--- src/rtl/digital_tube_receiver.sv ---
// Receiving end of the 74HC595-style seven-segment serial link: synchronises the
// serial lines, deserialises 14-bit words into seg/sel and reassembles six-digit frames.
module digital_tube_receiver #(
  parameter int SYNC_STAGES = 2,
  parameter int TIMEOUT     = 500000
) (
  input  logic        clk,
  input  logic        rst_n,
  input  logic        shcp,
  input  logic        stcp,
  input  logic        ds,
  input  logic        oe,
  output logic [7:0]  seg_o,
  output logic [5:0]  sel_o,
  output logic        blank,
  output logic        latch_valid,
  output logic [47:0] frame_data,
  output logic        frame_valid,
  output logic        len_err,
  output logic        sel_err
);

  localparam int TW = $clog2(TIMEOUT + 1);

  logic [SYNC_STAGES:0]   shcp_sync;
  logic [SYNC_STAGES:0]   stcp_sync;
  logic [SYNC_STAGES-1:0] ds_sync;
  logic [SYNC_STAGES-2:0] oe_sync;

  logic        shcp_rise;
  logic        stcp_rise;
  logic        ds_s;
  logic [13:0] shift_reg;
  logic [3:0]  bit_cnt;
  logic [47:0] frame_buf;
  logic [5:0]  mask;
  logic [5:0]  sel_word;
  logic        sel_onehot;
  logic [TW-1:0] timeout_cnt;

  // The last stage of each chain is compared against one extra flop for edge detection;
  // ds is read at the same depth as the newer shcp sample so data lines up with its edge.
  assign shcp_rise  = shcp_sync[SYNC_STAGES-1] & ~shcp_sync[SYNC_STAGES];
  assign stcp_rise  = stcp_sync[SYNC_STAGES-1] & ~stcp_sync[SYNC_STAGES];
  assign ds_s       = ds_sync[SYNC_STAGES-1];
  assign sel_word   = shift_reg[5:0];
  assign sel_onehot = (sel_word != 6'd0) && ((sel_word & (sel_word - 6'd1)) == 6'd0);

  always_ff @(posedge clk or negedge rst_n) begin
    if (!rst_n) begin
      shcp_sync <= '0;
      stcp_sync <= '0;
      ds_sync   <= '0;
      oe_sync   <= '0;
      blank     <= 1'b1;
    end else begin
      shcp_sync  <= {shcp_sync[SYNC_STAGES-1:0], shcp};
      stcp_sync  <= {stcp_sync[SYNC_STAGES-1:0], stcp};
      ds_sync    <= {ds_sync[SYNC_STAGES-2:0], ds};
      oe_sync[0] <= oe;
      for (int i = 1; i < SYNC_STAGES - 1; i++) begin
        oe_sync[i] <= oe_sync[i-1];
      end
      // blank acts as the final oe stage so it can sit at 1 during reset
      blank <= oe_sync[SYNC_STAGES-2];
    end
  end

  always_ff @(posedge clk or negedge rst_n) begin
    if (!rst_n) begin
      shift_reg   <= '0;
      bit_cnt     <= '0;
      seg_o       <= 8'hFF;
      sel_o       <= '0;
      latch_valid <= 1'b0;
      len_err     <= 1'b0;
      sel_err     <= 1'b0;
      frame_valid <= 1'b0;
      frame_buf   <= '1;
      frame_data  <= '1;
      mask        <= '0;
      timeout_cnt <= '0;
    end else begin
      latch_valid <= 1'b0;
      len_err     <= 1'b0;
      sel_err     <= 1'b0;
      frame_valid <= 1'b0;

      if (shcp_rise) begin
        shift_reg <= {shift_reg[12:0], ds_s};
        if (bit_cnt != 4'd15) begin
          bit_cnt <= bit_cnt + 4'd1;
        end
      end

      // A coincident shift and latch stores the pre-shift word, like the real 74HC595
      if (stcp_rise) begin
        seg_o       <= shift_reg[13:6];
        sel_o       <= sel_word;
        latch_valid <= 1'b1;
        len_err     <= (bit_cnt != 4'd14);
        bit_cnt     <= shcp_rise ? 4'd1 : 4'd0;
        if (sel_onehot) begin
          for (int k = 0; k < 6; k++) begin
            if (sel_word[k]) begin
              frame_buf[k*8 +: 8] <= shift_reg[13:6];
            end
          end
          mask <= mask | sel_word;
        end else begin
          sel_err <= 1'b1;
        end
      end else if (mask == 6'h3F) begin
        frame_data  <= frame_buf;
        frame_valid <= 1'b1;
        mask        <= '0;
      end else if (timeout_cnt == TW'(TIMEOUT)) begin
        mask <= '0;
      end

      if (stcp_rise) begin
        timeout_cnt <= '0;
      end else if (timeout_cnt != TW'(TIMEOUT)) begin
        timeout_cnt <= timeout_cnt + TW'(1);
      end
    end
  end

endmodule

--- config.mk ---
export PLATFORM = sky130hd
export DESIGN_NAME = digital_tube_receiver
export DESIGN_NICKNAME = d
export VERILOG_FILES = /design/src/rtl/digital_tube_receiver.sv
export SDC_FILE = /design/constraint.sdc
export NUM_CORES = 1
export LEC_CHECK = 0
export BUFFER_PORTS_ARGS = -buffer_cell sky130_fd_sc_hd__buf_2
export CAP_MARGIN = 20
export CORE_MARGIN = 8
export CORE_UTILIZATION = 43
export DETAILED_ROUTE_END_ITERATION = 8
export HOLD_SLACK_MARGIN = 0.06
export PLACE_DENSITY_LB_ADDON = 0.12
export SLEW_MARGIN = 20
export SYNTH_ARGS = -nofsm -noshare
export SYNTH_HDL_FRONTEND = slang
export SYNTH_SLANG_ARGS = --single-unit
--- constraint.sdc ---
create_clock -name clk -period 2.25 [get_ports clk]
set_clock_uncertainty 0.15 [all_clocks]
set_input_delay 0.225 -clock clk [delete_from_list [all_inputs] [get_ports clk]]
set_output_delay 0.225 -clock clk [all_outputs]
set_load 0.01 [all_outputs]
Word level (Yosys, flattened, before mapping) --
Index checks and enable logic that the tools add are counted.
Storage, ports and cells: word-level logic and storage cells 70, output and inout port bits 67, register bits 167, input bits 6
Cells by class: multiplexer cells 16, bitwise logic cells 7, equality and inequality tests 6, add/sub/neg operators 3, reductions and logical operators 16
Operators by type and width (count):
- 19-bit two-way mux | 2
- 6-bit two-way mux | 4
- 19-bit by 1-bit adder with 19-bit output (second input constant) | 1
- 19-bit == test (second input constant) | 1
- 19-bit inequality test (second input constant) | 1
- 3-bit AND reduction | 6
- 4-bit two-way mux | 3
- 4-bit inequality test (second input constant) | 2
- 1-bit two-way mux | 7
- 6-bit AND | 1
- 6-bit == test (second input constant) | 1
- 6-bit logical NOT | 1
- 6-bit OR | 1
- 2-bit AND reduction | 3
- 2-bit nonzero test | 3
- 6-bit nonzero test | 1
- 6-bit by 1-bit subtractor with 6-bit output (second input constant) | 1
- 4-bit by 1-bit adder with 4-bit output (second input constant) | 1
- 1-bit inverter | 3
- 3-bit nonzero test | 1
- 1-bit AND | 2
- 2-bit by 1-bit inequality test with 1-bit output (second input constant) | 1
- 1-bit logical AND | 1

Longest topological paths before layout --
Gate-level depths: netlist (run 1).
word-level depth 6, gate-level depth with buffers 6, gate-level depth less buffers 5

Worst setup path before layout (run 1) --
OpenSTA, ideal clock, no wires.
path type register to register, from register shift_reg[3], to register frame_buf[16], library setup time 82 ps, data arrival time 1957 ps, buffers on the path 2, slack 61 ps, required time 2018 ps, stages on the path, launching flop included 6, period minus slack after synthesis 2189 ps, cell sequence dfrtp_1 -> buf_6 -> or4b_1 -> or4b_1 -> buf_6 -> mux2_4
Between the ends: word-level cells in the longest chain between the ends 5, elaborated cells on any way between the ends 6, those cells by class 1 x add/sub; 1 x bitwise; 4 x reduce/logical
Ends and longest elaborated chain:
- from (decl) | line 33 | logic [13:0] shift_reg;
- from (signal assigned) | line 90 | shift_reg <= {shift_reg[12:0], ds_s};
- 6-bit by 1-bit subtractor with 6-bit output | line 47 | assign sel_onehot = (sel_word != 6'd0) && ((sel_word & (sel_word - 6'd1)) == 6'd0);
- 6-bit AND | line 47
- 6-bit logical NOT | line 47
- 1-bit logical AND (*) | line 47
- 3-bit AND reduction (no line) (*)
- to (signal, indexed assignment) | line 106 | frame_buf[k*8 +: 8] <= shift_reg[13:6];
- to (decl) | line 35 | logic [47:0] frame_buf;
Every way passes the cells marked *; elsewhere a longest branch is shown, timed or not. A chain may end at the register's enable or synchronous reset.

Final worst setup path (run 1) --
from register shift_reg[4], to register frame_buf[21]
The elaborated chain is that of the path after synthesis.

==> out/metrics.yaml, run 1 <==
cells_and_area:
  nFillCells: 1320
  multiInputGateArea_sq_um: 2300
  largestRegisters: "frame_buf x48, frame_data x48, timeout_cnt x19"
  syn_to_final_growth_pct: 21.1
  drive_gt1_share_pct: 57.4
  diodes: 0
  nets: 596
  regArea_sq_um: 4310
cts:
  clkSinkCount: 167
  cts_buffer_depth: 2
  cts_tree: "yes"
  clk_pin_slew_worst_paths_ns: 0.06
  clk_latency_ns: 0.43
  cts_setup_buffers: 0
  cts_hold_buffers: 5
  root_buffer: "clkbuf_16"
  htree_levels: 4
  ctsResizeCount: 0
  cts_buffers: 17
status:
  status: "complete, no violations"
critical_path:
  critical_path_class: "reg -> reg"
  cp-start-kind: "flop"
  worst_r2r_path_depth: 4
  cp-end-kind: "flop"
  timing.rr.start: "shift_reg[4]"
  cp.required_ns: 2.44
  reg2reg_slack_ns: 0.07
  worstPathArrival_ns: 2.38
  path_max_fanout: 9
  startpoint: "shift_reg[4]"
  r2r_end: "frame_buf[21]"
logic_synthesis:
  yosysWarnings: 0
  async_flop_share_pct: 100
  synth-edff-count: 0
  ys.flop_type: "dfstp_2"
  yosysSeqAreaShare_pct: 64.2
  synth_area_sq_um: 6720
  syn_nets: 499
  syn_area_per_cell_sq_um: 13.7
  syn_inst: 489
  synth_seq_cells: 167
  synth_cell_types: 42
global_routing:
  antenna_found_initial: 0
  grt.total_usage_pct: 14.6
  grt_start_max_net_pins: 59
  grt-ovfl-total: 0
  grt_pass1_wl_um: 22900
  grt_pass1_vias: 4257
timing:
  fin_setup_tns_ns: 0
  period_minus_slack_ns: 2.18
  worst_pin_slew_ns: 0.537
  post-route-period-util_pct: 97.0
  rsz0062_at_grt: "false"
  slew_headroom_pct: 64.1
  drv_slew: 0
  setup_viol: 0
  hold_violations: 0
  max_freq_mhz: 458
die:
  die_w_um: 141
  std_cell_rows: 45
  dieArea_sq_um: 19900
  pin_count: 73
  die_y_um: 141
  core_sq_um: 15300
  start_util_pct: 44.0
drt:
  vias: 4073
  wl_per_cell_um: 16.9
  viasPerCell: 5.03
  drcViolationCount: 0
  dr.pass1.iters: 4
  ant_nets: 0
  drtIter0Drc: 177
  routed_wl_um: 13700
pwr:
  p_leak_nw: 3.73
  powerDensity_nw_per_um2: 1110
  peakVddDrop_uv: 502
  power_mw: 9.03
place:
  gp_congestion: 0.836
  hpwl_um: 9310
  io_buffers: 72
worst_hold_path:
  min_path_type: "in -> async"
flow_run:
  drv_cap: 0
-- worst max path at each step --
stage | end | slack [ns] | cells after the start
after floorplan | frame_buf[16] | 0.06 | 5
after global placement | frame_buf[19] | 0.09 | 4
after detailed placement | frame_buf[20] | 0.08 | 4
after CTS | frame_buf[21] | 0.06 | 4
after global routing | frame_buf[27] | 0.02 | 4
final | frame_buf[21] | 0.07 | 4
-- placed cells by master, fill, tap and decap left out, types with 6 or more instances in the layout --
cell type | synthesis | final
dfstp_2 | 105 | 105
mux2_2 | 100 | 100
buf_2 | 2 | 71
nand2_1 | 66 | 66
dfrtp_1 | 62 | 62
clkbuf_16 | 0 | 18
buf_4 | 0 | 17
nor2_1 | 15 | 14
nand3_1 | 12 | 12
o21ai_0 | 10 | 10
a21oi_1 | 10 | 10
mux2_4 | 8 | 8
inv_1 | 7 | 7
o211ai_1 | 7 | 7
nor3_1 | 7 | 7
xor2_1 | 6 | 6
inv_6 | 0 | 6
-- final cells by class --
class	count	share of cell area (%)
clock inverters	12	1.97
inverters	7	0.323
multi-input cells	296	28.3
flip-flops and latches	167	53.0
repair buffers	97	7.43
well taps	211	3.25
clock buffers	20	5.75
-- power by group --
part | switching, mW | total [mW] | internal [mW] | leakage [nW]
Sequential | 0.564 | 4.43 | 3.87 | 1.88
Combinational | 0.751 | 1.56 | 0.805 | 1.54
Clock | 1.18 | 3.04 | 1.86 | 0.308
Total | 2.50 | 9.03 | 6.54 | 3.73
-- cells in the mapped netlist, types with 5 or more instances --
library cell | count | area share (%)
a21oi_1 | 10 | 0.74
clkbuf_1 | 11 | 0.61
dfrtp_1 | 62 | 23
dfstp_2 | 105 | 41
inv_1 | 7 | 0.39
mux2_2 | 100 | 17
mux2_4 | 8 | 1.8
nand2_1 | 66 | 3.7
nand3_1 | 12 | 0.89
nand3b_1 | 5 | 0.56
nand4_1 | 5 | 0.47
nor2_1 | 15 | 0.84
nor3_1 | 7 | 0.52
o211ai_1 | 7 | 0.78
o21ai_0 | 10 | 0.74
xor2_1 | 6 | 0.78
-- layer usage --
layer / global-route usage, % / wire [um]
met2: 22.2 / 6430
met4: 6.11 / 252
met1: 19.5 / 6390
met5: 0 / 0
met3: 3.75 / 611
-- through the flow --
stage	utilization (%)	cells	instance area (sq um)	hold slack, ns	setup slack (ns)
floorplan	-	489	6720	-0.221	0.0611
global placement	48.9	773	7460	-0.0183	0.0922
detailed placement	48.9	773	7460	-0.0133	0.0788
CTS	53.3	810	8130	0.108	0.0630
global route	53.3	810	8130	0.131	0.0167
finish	53.3	810	8130	0.114	0.0669
-- kinds of logic (layout without fill, tap and decap cells) --
family	count (synthesis)	after routing	synth area share [%]
XOR/XNOR	10	10	1.30
buffers and inverters	26	136	1.71
AO/OA/AOI/OAI	35	35	3.18
multiplexers	110	110	18.8
AND/OR/NAND/NOR	137	137	10.1
flip-flops	167	167	64.2
adder cells (fa/ha/maj)	4	4	0.745
-- critical path: stages (launching register included) --
cell and delay (ns):
dfrtp_1 0.37, or4b_1 0.54, or4b_1 0.52, buf_4 0.21, mux2_4 0.31
Note: power is estimated with default switching activity, not from simulation.
==> run 2: changes to the inputs <==
--- a/config.mk
+++ b/config.mk
@@ -10,6 +10,7 @@
 export CORE_MARGIN = 8
 export CORE_UTILIZATION = 43
 export DETAILED_ROUTE_END_ITERATION = 8
+export GPL_TIMING_DRIVEN = 0
 export HOLD_SLACK_MARGIN = 0.06
 export PLACE_DENSITY_LB_ADDON = 0.12
 export SLEW_MARGIN = 20
==> run 2 against run 1 <==
Compared with the run above: the flow now finishes with violations (negative setup slack); register-to-register slack got worse by 0.097 ns; cell count increased by 0.37%; first-iteration DRC count increased by 29%; sequential power about the same; worst setup slack got worse by 0.097 ns; clock power decreased by 8.6%; sequential share of layout area increased by 0.29 points; maximum frequency decreased by 4.3%; final area decreased by 0.51%; critical path type unchanged.
==> out/metrics.yaml, run 2 (same netlist as run 1, synthesis figures left out) <==
status:
  status: "complete, but fails checks"
  violations: "negative setup slack"
timing:
  post-route-period-util_pct: 101
  fin_ws_ns: -0.0302
  worst_pin_slew_ns: 0.696
  rsz0062_at_grt: "true"
  drv_slew: 0
  max_freq_mhz: 439
  hold_violations: 0
  period_minus_slack_ns: 2.28
  setup_viol: 8
  holdWs_ns: 0.176
  slew_headroom_pct: 53.2
cells_and_area:
  mostFrequentLayoutCells: "dfstp_2 (105), mux2_2 (100), buf_2 (72)"
  instances_no_fill: 813
  multiInputGateArea_sq_um: 2340
  drive_gt1_share_pct: 56.6
  nFillCells: 1312
  diodes: 0
  largestRegisters: "frame_buf x48, frame_data x48, timeout_cnt x19"
  post-route-util_pct: 53.0
  regArea_sq_um: 4310
  nets: 600
  layout_commonest_cell: "dfstp_2"
  syn_to_final_growth_pct: 20.4
cts:
  clkSinkCount: 167
  root_buffer: "clkbuf_16"
  cts_tree: "yes"
  cts_buffer_depth: 2
  htree_levels: 4
  clk_latency_ns: 0.42
  clk_pin_slew_worst_paths_ns: 0.06
  cts_buffers: 17
critical_path:
  path_buf_inv: 2
  crit_path_cell_trace: "buf_6 -> or4b_4 -> or4b_4 -> buf_8 -> mux2_4"
  crit_cells: 5
  cp_slowest_cell: "or4b_4"
  critPathMostFrequentCell: "or4b_4"
  cp-end-kind: "flop"
  worstPathArrival_ns: 2.48
  critical_path.top_delay_family: "simple AND/OR/NAND/NOR gates"
  worst_r2r_path_depth: 5
  path_max_fanout: 11
  critical_path_class: "reg -> reg"
  cp-start-kind: "flop"
  critPathMaxStageDelay_ns: 0.54
  cp.required_ns: 2.45
place:
  hpwl_um: 9220
  gp_congestion: 0.790
  pre_cts_slack_ns: -0.282
  io_buffers: 72
  dpl.cell_count: 773
die:
  dieArea_sq_um: 19900
  core_sq_um: 15300
  die_w_um: 141
  std_cell_rows: 45
  start_util_pct: 44.0
  die_y_um: 141
  pin_count: 73
global_routing:
  grt_start_max_net_pins: 109
  grt_pass1_vias: 4234
  antenna_found_initial: 0
  grt_pass1_wl_um: 23000
  grt.total_usage_pct: 14.9
  grt-ovfl-total: 0
drt:
  viasPerCell: 5.07
  vias: 4125
  drtIter0Drc: 229
  wl_per_cell_um: 17.3
  ant_nets: 0
  drcViolationCount: 0
  dr.pass1.iters: 4
  routed_wl_um: 14100
flow_run:
  drv_cap: 0
worst_hold_path:
  min_path_type: "in -> async"
pwr:
  peakVddDrop_uv: 594
  power_mw: 8.79
  p_leak_nw: 3.72
  powerDensity_nw_per_um2: 1090
run 2: cell count changes in the layout (fill, tap and decap cells not counted), moves of 3 or more:
cell / delta
nor3_4: +3
inv_6: -5
clkinv_2: +3
buf_4: -14
buf_1: +3
clkbuf_1: +8
clkbuf_2: +5
run 2: power by group:
| group | leakage [nW] | total, mW | internal (mW) | switching [mW] |
|---|---|---|---|---|
| Sequential | 1.88 | 4.44 | 3.87 | 0.573 |
| Clock | 0.288 | 2.78 | 1.67 | 1.12 |
| Combinational | 1.55 | 1.56 | 0.790 | 0.774 |
| Total | 3.72 | 8.79 | 6.33 | 2.47 |
run 2: worst paths after layout:
path / from / to / slack, ns
setup / recovery: shift_reg[3] / frame_buf[20] / -0.03
hold / removal: rst_n / latch_valid / 0.18
setup reg to reg: shift_reg[3] / frame_buf[20] / -0.03
hold reg to reg: stcp_sync[0] / stcp_sync[1] / 0.20
max in group asynchronous: rst_n / frame_buf[40] / 0.89
min in group clk: stcp_sync[0] / stcp_sync[1] / 0.20
run 2: layer usage:
layer	vias up	share of wire [%]	global-route usage, %	routed length (um)
met2	79	47	22.7	6570
met1	2112	48	19.9	6720
met4	0	1.3	5.77	177
met3	12	4.5	3.78	634
li1	1922	-	-	-
met5	-	0	0	0
run 2: metrics by stage:
stage | setup TNS [ns] | area [sq um]
6_report | -0.183 | 8090
5_1_grt | -0.632 | 8090
4_1_cts | -0.142 | 8070
3_5_place_dp | -4.16 | 7380
3_3_place_gp | -169.16 | 7340
2_1_floorplan | 0 | 6720
run 2: timing repair:
item | CTS | global route
gates cloned | 0 | 1
pin swaps | 0 | 1
hold endpoints to repair | 63 | 0
gates resized for setup | 6 | 15
endpoints found under the setup margin | 57 | 65
hold buffers | 5 | 0
buffers inserted | 4 | 0
run 2: layout make-up:
cell class | count | share of cell area, %
clock inverters | 8 | 0.866
well taps | 211 | 3.26
clock buffers | 23 | 6.17
inverters | 7 | 0.325
plain buffers | 18 | 1.16
repair buffers | 82 | 6.06
multi-input cells | 297 | 28.9
flip-flops and latches | 167 | 53.3
==> run 3: changes to the inputs <==
--- a/config.mk
+++ b/config.mk
@@ -5,6 +5,7 @@
 export SDC_FILE = /design/constraint.sdc
 export NUM_CORES = 1
 export LEC_CHECK = 0
+export ABC_AREA = 1
 export BUFFER_PORTS_ARGS = -buffer_cell sky130_fd_sc_hd__buf_2
 export CAP_MARGIN = 20
 export CORE_MARGIN = 8
==> run 3 against run 2 <==
Compared with the run above: the flow now finishes without violations; critical path type unchanged; worst hold slack improved by 0.022 ns; sequential share of layout area fell by 0.62 points; utilization is 0.94 points lower.
==> out/metrics.yaml, run 3 <==
logic_synthesis:
  synth-edff-count: 0
  yosysTopAreaCellShare_pct: 40.3
  async_flop_share_pct: 100
  syn_area_per_cell_sq_um: 9.19
  ys.flop_type: "dfstp_2"
  synth_common_cells: "nand2_1 (300), dfstp_2 (105), nor2_1 (68)"
  synth_seq_cells: 167
  syn_nets: 756
  syn_inst: 746
  synth_area_leaders: "dfstp_2 (40%), dfrtp_1 (23%), nand2_1 (16%)"
  synth_cell_types: 28
  synth.most_common_cell: "nand2_1"
  yosysTopAreaCell: "dfstp_2"
  yosysSeqAreaShare_pct: 62.9
  synth_area_sq_um: 6850
  yosysWarnings: 0
cells_and_area:
  nets: 853
  diodes: 0
  nFillCells: 1464
  drive_gt1_share_pct: 28.2
  layout_commonest_cell: "nand2_1"
  instances_no_fill: 1072
  largestRegisters: "frame_buf x48, frame_data x48, timeout_cnt x19"
  stdcell_area_sq_um: 8190
  mostFrequentLayoutCells: "nand2_1 (299), dfstp_2 (105), buf_2 (78)"
  syn_to_final_growth_pct: 19.4
  post-route-util_pct: 52.1
worst_hold_path:
  min_path_type: "reg -> reg"
  min_from: "shcp_sync[0]"
place:
  io_buffers: 72
  gp_congestion: 0.839
  place_area_sq_um: 7520
  dpl.cell_count: 1035
  pre_cts_slack_ns: 0.164
  hpwl_um: 11000
drt:
  dr.pass1.iters: 5
  drtIter0Drc: 395
  routed_wl_um: 15700
  drcViolationCount: 0
  viasPerCell: 4.89
  vias: 5237
  ant_nets: 0
  wl_per_cell_um: 14.7
cts:
  clk_pin_slew_worst_paths_ns: 0.06
  cts_setup_buffers: 0
  clk_latency_ns: 0.43
  root_buffer: "clkbuf_16"
  cts_buffers: 17
  clkSinkCount: 167
  htree_levels: 4
  cts_buffer_depth: 2
  cts_tree: "yes"
critical_path:
  path_buf_inv: 2
  cp-end-kind: "flop"
  cp-start-kind: "flop"
  critPathMostFrequentCell: "nand2_1"
  critical_path.top_delay_family: "simple AND/OR/NAND/NOR gates"
  crit_cells: 11
  r2r_end: "mask[3]"
  startpoint: "timeout_cnt[0]"
  cp_slowest_cell: "dfrtp_1"
  endpoint: "mask[3]"
  worstPathArrival_ns: 2.14
  cp.required_ns: 2.42
  crit_path_cell_trace: "inv_1 -> ha_1 -> inv_1 -> nor2_1 -> nand3_1 -> nor2_2 -> nand2_1 -> nand2_2 -> nand2_1 -> nand2_1 -> nand2_1"
  critical_path_class: "reg -> reg"
  path_max_fanout: 7
  worst_r2r_path_depth: 11
  timing.rr.start: "timeout_cnt[0]"
  critPathMaxStageDelay_ns: 0.41
  reg2reg_slack_ns: 0.28
timing:
  rsz0062_at_grt: "false"
  drv_slew: 0
  setup_viol: 0
  hold_violations: 0
  holdWs_ns: 0.198
  worst_pin_slew_ns: 0.679
  fin_setup_tns_ns: 0
  post-route-period-util_pct: 87.6
  max_freq_mhz: 508
  fin_ws_ns: 0.280
  period_minus_slack_ns: 1.97
  slew_headroom_pct: 54.7
global_routing:
  grt_pass1_vias: 5211
  grt_start_max_net_pins: 92
  grt_pass1_wl_um: 26600
  grt.total_usage_pct: 16.7
  grt-ovfl-total: 0
  antenna_found_initial: 0
pwr:
  p_seq_share_pct: 48.6
  intPower_mw: 5.41
  p_sw_mw: 1.99
  clock_power_share_pct: 40.1
  powerDensity_nw_per_um2: 905
  pwr-share-comb_pct: 11.3
  p_leak_nw: 3.77
  power_mw: 7.41
  peakVddDrop_uv: 571
  swShare_pct: 26.9
die:
  start_util_pct: 43.6
  std_cell_rows: 46
  die_w_um: 142
  core_sq_um: 15700
  die_y_um: 142
  dieArea_sq_um: 20200
  pin_count: 73
flow_run:
  drv_cap: 0
status:
  status: "complete, no violations"
-- run 3: cell count changes in the layout (fill, tap and decap cells not counted), sizes merged, moves of 4 or more --
cell | previous run | this run
nor2 | 15 | 69
buf | 83 | 88
nand2 | 67 | 301
o21ai | 10 | 80
nand3b | 5 | 0
nor3 | 9 | 4
nand3 | 12 | 32
o211ai | 7 | 1
mux2 | 108 | 0
clkbuf | 35 | 30
and3 | 4 | 0
inv | 9 | 46
-- run 3: repair_timing --
| item | 4_1_cts | 5_1_grt |
|---|---|---|
| hold buffers | 5 | 0 |
| setup endpoints to repair | 0 | 6 |
| endpoints found under the hold margin | 51 | 0 |
| resized for setup | 0 | 2 |
-- run 3: metal layers --
layer  GRT usage (%)  vias up  share of wire, %  wire (um)
met3            4.03       21               4.8        752
met4            6.44        0               1.6        248
met5               0        -                 0          0
met1            22.3     2554                47       7390
met2            25.7      112                47       7340
li1                -     2550                 -          -
-- run 3: cell families (layout without fill, tap and decap cells) --
logic type	after synthesis	count (layout)	synth area share [%]
AND/OR/NAND/NOR	410	410	23.8
flip-flops	167	167	62.9
AO/OA/AOI/OAI	92	92	7.32
buffers and inverters	67	177	4.45
XOR/XNOR	6	6	0.767
adder cells (fa/ha/maj)	4	4	0.730
-- run 3: area by class of cell --
class	instances	area, sq um	area share, %
Sequential cell	167	4310	52.7
Tap cell	216	270	3.30
Inverter	42	158	1.93
Buffer	25	148	1.80
Clock inverter	12	140	1.71
Timing Repair Buffer	78	448	5.47
Multi-Input combinational cell	512	2240	27.4
Clock buffer	20	468	5.72
-- run 3: power by group through the flow --
stage	sequential [mW]	clock, mW	combinational, mW
floorplan	3.62	0	0.507
global placement	3.64	0	0.801
detailed placement	3.65	0	0.837
CTS	3.60	3.03	0.848
global route	3.64	3.16	0.957
finish	3.60	2.97	0.833
-- run 3: worst min-delay path by stage --
stage	end	slack, ns	cells past startpoint
floorplan	bit_cnt[0]	-0.22	0
global placement	stcp_sync[1]	0.18	0
detailed placement	stcp_sync[0]	0.13	1
CTS	shcp_sync[1]	0.20	0
global route	stcp_sync[1]	0.21	0
finish	shcp_sync[1]	0.20	0
-- run 3: worst reg2reg max path: stages (launching register included) --
cell and delay, ns:
dfrtp_1 0.41, inv_1 0.09, ha_1 0.17, inv_1 0.04, nor2_1 0.11, nand3_1 0.10
nor2_2 0.17, nand2_1 0.14, nand2_2 0.16, nand2_1 0.18, nand2_1 0.10, nand2_1 0.05
